$ cat src/rtl/seq_det_param.sv
// ---------------------------------------------------------------------------
// seq_det_param
//
// Serial pattern detector with a runtime-loadable N-bit pattern, selectable
// overlapping / non-overlapping detection and a saturating match counter.
//
// The pattern is read MSB first: pattern[N-1] is the first bit expected on
// the serial input. A bit is taken in only on a "sample cycle"
// (en=1 and load=0). The detector emits a one-cycle registered pulse on
// `out` for the edge on which the final pattern bit was sampled.
//
// Ports
//   clk      : in  single clock, rising-edge active
//   rst_n    : in  asynchronous active-low reset
//   en       : in  qualifies `in`; a bit is sampled only when en=1
//   in       : in  serial data bit
//   pattern  : in  [N-1:0] new pattern, captured when load=1
//   load     : in  capture `pattern`, flush history, discard `in`
//   overlap  : in  1 = overlapping detection, 0 = non-overlapping
//   clr_cnt  : in  synchronous clear of the match counter
//   out      : out registered one-cycle match pulse
//   count    : out [CNT_W-1:0] saturating match count
// ---------------------------------------------------------------------------
module seq_det_param #(
    parameter int             N       = 4,
    parameter int             CNT_W   = 8,
    parameter logic [N-1:0]   PAT_RST = N'(4'b0110)
) (
    input  logic             clk,
    input  logic             rst_n,
    input  logic             en,
    input  logic             in,
    input  logic [N-1:0]     pattern,
    input  logic             load,
    input  logic             overlap,
    input  logic             clr_cnt,
    output logic             out,
    output logic [CNT_W-1:0] count
);

    // fill counts valid history bits, 0..N-1
    localparam int                FILL_W    = $clog2(N);
    localparam logic [FILL_W-1:0] FILL_FULL = FILL_W'(N - 1);
    localparam logic [CNT_W-1:0]  CNT_MAX   = '1;

    logic [N-1:0]       pat_q,   pat_d;
    logic [N-2:0]       hist_q,  hist_d;
    logic [FILL_W-1:0]  fill_q,  fill_d;
    logic               out_q,   out_d;
    logic [CNT_W-1:0]   count_q, count_d;

    logic               sampleCycle;
    logic               match;
    logic [N-1:0]       window;

    // A load cycle always wins over en so the bit presented alongside a new
    // pattern never leaks into the fresh window.
    assign sampleCycle = en && !load;

    // Current candidate window: the N-1 held bits followed by the incoming
    // bit. Its low N-1 bits are also the next history, which avoids a
    // degenerate slice when N=2.
    assign window = {hist_q, in};
    assign match  = sampleCycle && (fill_q == FILL_FULL) && (window == pat_q);

    // Next-state for pattern, history and fill. In overlapping mode fill
    // simply stays saturated after a match so the tail of one match can seed
    // the next; in non-overlapping mode fill restarts so N fresh bits are
    // needed and the stale history contents no longer matter.
    always_comb begin
        pat_d  = pat_q;
        hist_d = hist_q;
        fill_d = fill_q;
        if (load) begin
            pat_d  = pattern;
            hist_d = '0;
            fill_d = '0;
        end else if (sampleCycle) begin
            hist_d = window[N-2:0];
            if (match && !overlap) begin
                fill_d = '0;
            end else if (fill_q != FILL_FULL) begin
                fill_d = fill_q + FILL_W'(1);
            end
        end
    end

    // Match counter. A clear that coincides with a match leaves the count
    // at one so that match is still accounted for; otherwise the counter
    // saturates rather than wrapping.
    always_comb begin
        count_d = count_q;
        if (clr_cnt) begin
            count_d = match ? CNT_W'(1) : '0;
        end else if (match && (count_q != CNT_MAX)) begin
            count_d = count_q + CNT_W'(1);
        end
    end

    assign out_d = match;

    // All state lives here; reset restores the power-on pattern and drops
    // any partial progress without waiting for a clock.
    always_ff @(posedge clk or negedge rst_n) begin
        if (!rst_n) begin
            pat_q   <= PAT_RST;
            hist_q  <= '0;
            fill_q  <= '0;
            out_q   <= 1'b0;
            count_q <= '0;
        end else begin
            pat_q   <= pat_d;
            hist_q  <= hist_d;
            fill_q  <= fill_d;
            out_q   <= out_d;
            count_q <= count_d;
        end
    end

    assign out   = out_q;
    assign count = count_q;

endmodule

$ cat config.mk
export PLATFORM = sky130hd
export DESIGN_NAME = seq_det_param
export DESIGN_NICKNAME = d
export VERILOG_FILES = /design/src/rtl/seq_det_param.sv
export SDC_FILE = /design/constraint.sdc
export NUM_CORES = 1
export LEC_CHECK = 0
export ABC_CLOCK_PERIOD_IN_PS = 2100
export CORE_MARGIN = 5
export CORE_UTILIZATION = 46
export CTS_BUF_LIST = sky130_fd_sc_hd__clkbuf_4 sky130_fd_sc_hd__clkbuf_8
export DETAILED_ROUTE_END_ITERATION = 12
export GPL_TIMING_DRIVEN = 0
export PLACE_DENSITY = 0.76
export SLEW_MARGIN = 10
export SYNTH_ARGS = -nofsm -noshare
export SYNTH_HDL_FRONTEND = slang
export SYNTH_SLANG_ARGS = --single-unit
$ cat constraint.sdc
create_clock -name clk -period 2.1 [get_ports clk]
set_clock_uncertainty 0.2 [all_clocks]
set_input_delay 0.42 -clock clk [delete_from_list [all_inputs] [get_ports clk]]
set_output_delay 0.42 -clock clk [all_outputs]
set_load 0.005 [all_outputs]
==> qor.yml, run 1 <==
p_switching_mw: 0.1698
n_fill_cell: 147
pwr-share-clk_pct: 32.2
arrival_ns: 2.23
clkTransAtPathRegs_ns: 0.11
slew_violations: 0
max_freq_mhz: 455.0
grt_pass1_wl_um: 3367
finalSetupViolations: 2
worst_pin_slew_ns: 0.8075
multi_input_area_sq_um: 474.2
cts_max_path_buffers: 2
synthCells: 83
io_buffers: 17
grt_util_all_layers_pct: 16.51
hold_start: "en"
tns_ns: -0.1415
synth_nets: 96
layout-drive-gt1-share_pct: 29.31
regArea_sq_um: 454.2
clockRootBuffer: "clkbuf_4"
regToRegSetupSlack_ns: -0.1
p_comb_share_pct: 13.4
synthFlopType: "dfrtp_1"
slew_headroom_pct: 46.00
synth_enable_flop_cells: 0
critPathRequiredTime_ns: 2.13
antenna_found_initial: 0
regToRegEndpoint: "count[5]"
critPathMaxFanout: 6
power_density_nw_per_um2: 535.2
swShare_pct: 24.64
dieWidth_um: 54.87
max-vdd-ir-drop_mv: 0.5086
initial_core_util_pct: 47.68
setup_slack_ns: -0.09796
layout.nets: 130
ctsHoldBuffers: 0
gp_congestion: 0.7571
num_antenna_cells: 0
design_area_sq_um: 1287
crit_type: "reg -> reg"
hold_class: "in -> reg"
die_h_um: 54.87
ctsHtreeMaxLevel: 1
hold_path_end: "hist_q[0]"
dieArea_sq_um: 3010
power_frac_seq_pct: 54.4
violations: "setup timing"
coreArea_sq_um: 1942
hold_violations: 0
status: "finished, violations left"
clkLatencyLatePin_ns: 0.30
grt_pass1_vias: 727
vias_per_cell: 5.441
yosysWarnings: 0
min_period_over_period_pct: 104.7
worstHoldPathCells: 3
layout.cells.most_common: "clkdlybuf4s50_1"
internal_power_mw: 0.5193
syn_area_sq_um: 925.9
cts_buffers: 3
vias: 778
final_cell_mix: "clkdlybuf4s50_1, dfrtp_1, buf_4"
rows: 16
rsz0062_at_grt: "yes"
startpoint_type: "flop"
synth-async-reset-ratio_pct: 100.0
drcViolationCount: 0
synth.distinct_cells: 31
r2r-start: "pat_q[0]"
cts_tree: "yes"
post_drt_wl_per_cell_um: 15.11
ys_seq_area_share_pct: 48.92
p_leak_nw: 0.5592
syn_avg_cell_area_sq_um: 11.16
cpPeakStageDelay_ns: 0.46
synth_seq_cells: 18
grt_max_degree: 19
num_io_pins: 20
drt_iter0_markers: 12
totalWireLength_um: 2161
drtPass1Iterations: 6
cts_sinks: 18
syn_to_final_growth_pct: 39.05
r2r_cells: 6
crit_path_top_delay_cell: "or4_1"
cap_violations: 0
drtAntennaViolNets: 0
place_area_sq_um: 1132
fin_crit_ns: 2.198
total_power_mw: 0.6891
place_hpwl_um: 1300
gr-total-overflow: 0
cp-end-kind: "flop"
cp_cell_sequence: "xnor2_2 > nand4b_4 > or3_1 > buf_6 > or4_1 > a21oi_1"
[metal layers]
| metal | global-route usage, % | vias to the layer above | part of all wire, % |
|---|---|---|---|
| li1 | - | 367 | - |
| met1 | 19.80 | 392 | 40 |
| met2 | 27.56 | 14 | 55 |
| met3 | 2.452 | 5 | 2.6 |
| met4 | 9.959 | 0 | 2.5 |
| met5 | 0 | - | 0 |
[cell type report]
class / instances / share of cell area, %
multi-input combinational: 60 / 36.83
clock buffer: 4 / 2.818
tap: 27 / 2.624
timing repair buffer: 29 / 20.12
sequential: 18 / 35.28
inverter: 1 / 0.2915
buffer: 4 / 2.041
[cell usage after synthesis (2+ instances only)]
library cell	n	area (sq um)
nor2_1	10	37.54
nor4_1	3	18.77
nand2_1	3	11.26
or3_1	2	12.51
o31ai_1	2	15.01
dfstp_2	2	52.55
a21oi_1	4	20.02
dfrtp_1	16	400.4
ha_1	2	25.02
mux2_2	4	45.04
mux2i_1	5	50.05
xnor2_1	6	52.55
or4_1	2	15.01
nand3_1	5	25.02
[worst max-delay path, delay by kind of cell (launching register included)]
kind	cells	cell delay [ns]
AOI/OAI and AO/OA	1	0.14
xor gates and xnor gates	1	0.24
DFF	1	0.43
buffers and inverters	1	0.14
and+or+nand+nor	3	0.97
[stage by stage]
step | util, % | worst slack, ns | instances | hold WS [ns]
finish | 66.30 | -0.09796 | 143 | 0.2601
global route | 66.30 | -0.1444 | 143 | 0.2791
CTS | 65.08 | -0.08912 | 141 | 0.2681
detailed placement | 58.31 | -0.5913 | 127 | 0.3244
global placement | 58.31 | -0.5484 | 127 | 0.3088
floorplan | - | -0.06612 | 83 | -0.07559
[state kept, by name, indices dropped and copies added (netlist names)]
| signal | cells |
|---|---|
| hist_q | 3 |
| pat_q | 4 |
| fill_q | 2 |
| out | 1 |
| count | 8 |
[what timing repair did]
item / CTS / global route
pin swaps: 7 / 5
gates resized for setup: 5 / 3
buffers inserted: 10 / 2
setup endpoints to repair: 3 / 3
[cells by family after synthesis]
family / count (synthesis) / synth area share (%)
AND/OR/NAND/NOR: 33 / 21.35
flip-flops: 18 / 48.92
AO/OA/AOI/OAI: 9 / 6.081
multiplexers: 9 / 10.27
XOR/XNOR: 7 / 7.433
buffers and inverters: 5 / 3.242
adder cells (fa/ha/maj): 2 / 2.702
[power by group through the flow]
stage,Clock [mW],Combinational (mW),Sequential [mW]
2_1_floorplan,0,0.0477,0.377
4_1_cts,0.225,0.0923,0.375
3_3_place_gp,0,0.0757,0.379
5_1_grt,0.239,0.0999,0.376
3_5_place_dp,0,0.0787,0.380
6_report,0.222,0.0926,0.375
[how the worst max path moves through the flow]
| stage | start | endpoint | slack, ns | cells past startpoint |
|---|---|---|---|---|
| floorplan | count[0] | count[5] | -0.07 | 6 |
| detailed placement | in | count[5] | -0.59 | 7 |
| CTS | pat_q[2] | count[5] | -0.09 | 6 |
| global placement | in | count[5] | -0.55 | 7 |
| global route | pat_q[0] | count[5] | -0.14 | 6 |
| finish | pat_q[0] | count[5] | -0.1 | 6 |
No activity file was read; power rests on OpenSTA's default activity.
==> inputs of run 2 (changes only) <==
- CAP_MARGIN: unset -> 15
==> results of run 2 <==
No change in the layout: final DEF, timing and power equal those of run 1.
==> inputs of run 3 (changes only) <==
- MAX_ROUTING_LAYER: unset -> met4
==> run 3 against run 2 <==
Against the previous run:
- the run still ends with setup timing left
- total power barely moved
- critical path depth stayed put
- first-iteration DRC count is the same
- routed wire length is 0.14% higher
- die area unchanged
- setup slack about the same
- sequential share of layout area is the same
- via count unchanged
- sequential cell count did not move
- final cell count stayed put
- design area is the same
- largest cell class unchanged
- highest routed layer unchanged
==> qor.yml, run 3 (same netlist as run 1, synthesis figures left out) <==
drcViolationCount: 0  # unchanged
worst_pin_slew_ns: 0.8075  # about the same
io_buffers: 17  # unchanged
initial_core_util_pct: 47.68  # unchanged
gr-total-overflow: 0  # unchanged
cts_max_path_buffers: 2  # unchanged
place_hpwl_um: 1300  # unchanged
ctsHtreeMaxLevel: 1  # unchanged
cpPeakStageDelay_ns: 0.46  # about the same
slew_headroom_pct: 46.00  # about the same
max_freq_mhz: 454.9  # was 455.0 MHz
placed_cells: 127  # unchanged
top_layer_used: "met4"  # unchanged
clkTransAtPathRegs_ns: 0.11  # about the same
cap_violations: 0  # unchanged
antenna_found_initial: 0  # unchanged
ctsHoldBuffers: 0  # unchanged
slew_violations: 0  # unchanged
final_cells: 143  # unchanged
clockRootBuffer: "clkbuf_4"  # unchanged
dieArea_sq_um: 3010  # unchanged
layout-drive-gt1-share_pct: 29.31  # unchanged
startpoint_type: "flop"  # unchanged
gp_congestion: 0.7670  # was 0.7571
tns_ns: -0.1420  # was -0.1415 ns
critPathRequiredTime_ns: 2.13  # about the same
violations: "setup timing"  # unchanged
max-vdd-ir-drop_mv: 0.5090  # was 0.5086 mV
fin_crit_ns: 2.198  # about the same
power_density_nw_per_um2: 534.9  # was 535.2 nW/um^2
drtAntennaViolNets: 0  # unchanged
layout.cells.most_common: "clkdlybuf4s50_1"  # unchanged
num_io_pins: 20  # unchanged
layout.nets: 130  # unchanged
vias: 778  # unchanged
rows: 16  # unchanged
place_area_sq_um: 1132  # unchanged
largest_reg_flops: 8  # unchanged
rsz0062_at_grt: "yes"  # unchanged
critPathMaxFanout: 6  # unchanged
die_h_um: 54.87  # unchanged
cts_tree: "yes"  # unchanged
dieWidth_um: 54.87  # unchanged
arrival_ns: 2.23  # about the same
cts_sinks: 18  # unchanged
p_leak_nw: 0.5592  # unchanged
setup_slack_ns: -0.09821  # was -0.09796 ns
vias_per_cell: 5.441  # unchanged
final_cell_mix: "clkdlybuf4s50_1, dfrtp_1, buf_4"  # unchanged
min_period_over_period_pct: 104.7  # about the same
clkLatencyLatePin_ns: 0.30  # about the same
crit_path_top_delay_cell: "or4_1"  # unchanged
status: "finished, violations left"  # unchanged
design_area_sq_um: 1287  # unchanged
cts_buffers: 3  # unchanged
drtPass1Iterations: 6  # unchanged
grt_pass1_wl_um: 3360  # was 3367 um
crit_type: "reg -> reg"  # unchanged
total_power_mw: 0.6887  # was 0.6891 mW
cp_cell_sequence: "xnor2_2 > nand4b_4 > or3_1 > buf_6 > or4_1 > a21oi_1"  # unchanged
drt_iter0_markers: 12  # unchanged
num_antenna_cells: 0  # unchanged
hold_class: "in -> reg"  # unchanged
grt_util_all_layers_pct: 16.98  # was 16.51%
met1Wirelength_um: 874  # was 870 um
wl_met2_um: 1183  # was 1178 um
dr_wl_met3_um: 54  # was 57 um
totalWireLength_um: 2164  # was 2161 um
post-place-ws_ns: -0.5913  # unchanged
grt_pass1_vias: 727  # unchanged
grt_max_degree: 19  # unchanged
hold_violations: 0  # unchanged
cp-end-kind: "flop"  # unchanged
syn_to_final_growth_pct: 39.05  # unchanged
coreArea_sq_um: 1942  # unchanged
post_drt_wl_per_cell_um: 15.13  # was 15.11 um
finalSetupViolations: 2  # unchanged
-- run 3: cell counts in the layout (fill, tap and decap cells not counted) --
Identical to the previous run, type by type.
-- run 3: worst paths after layout --
kind	startpoint	to	slack [ns]	depth (start not counted)
min in group asynchronous	rst_n	hist_q[1]	0.37	1
max reg2reg	pat_q[0]	count[5]	-0.1	6
min reg2reg	fill_q[1]	fill_q[1]	0.34	2
max	pat_q[0]	count[5]	-0.1	6
max in group asynchronous	rst_n	count[3]	0.78	1
min	en	hist_q[0]	0.26	3
-- run 3: layer usage --
layer | up-vias | track usage, %
met5 | - | -
met4 | 0 | 9.959
met3 | 5 | 2.452
met2 | 14 | 27.95
met1 | 392 | 19.45
li1 | 367 | -
-- run 3: report_power, final --
part,switching (mW),internal (mW)
combinational,0.0419,0.0506
clock,0.115,0.106
sequential,0.0121,0.363
-- run 3: layout make-up --
cell class | instances | area, sq um
plain buffers | 4 | 26.28
clock buffers | 4 | 36.28
fillers | 147 | 654.4
inverters | 1 | 3.754
multi-input cells | 60 | 474.2
flip-flops and latches | 18 | 454.2
well taps | 27 | 33.78
repair buffers | 29 | 259.0
-- run 3: timing repair --
action                     in CTS  in global routing
pin swaps                       7                  5
setup endpoints to repair       3                  3
gates resized for setup         5                  3
gates cloned                    0                  0
buffers inserted               10                  2
-- run 3: critical path: cells and delay by family, from the launching register on --
kind	cells	cell delay, ns
compound gates	1	0.14
xor+xnor	1	0.24
buf+inv	1	0.14
simple gates	3	0.97
flops	1	0.43
-- run 3: through the flow --
| step | utilization [%] | hold slack (ns) |
|---|---|---|
| after floorplan | - | -0.07559 |
| after CTS | 65.08 | 0.2681 |
| after global placement | 58.31 | 0.3088 |
| final | 66.30 | 0.2608 |
| after detailed placement | 58.31 | 0.3244 |
| after global routing | 66.30 | 0.2791 |
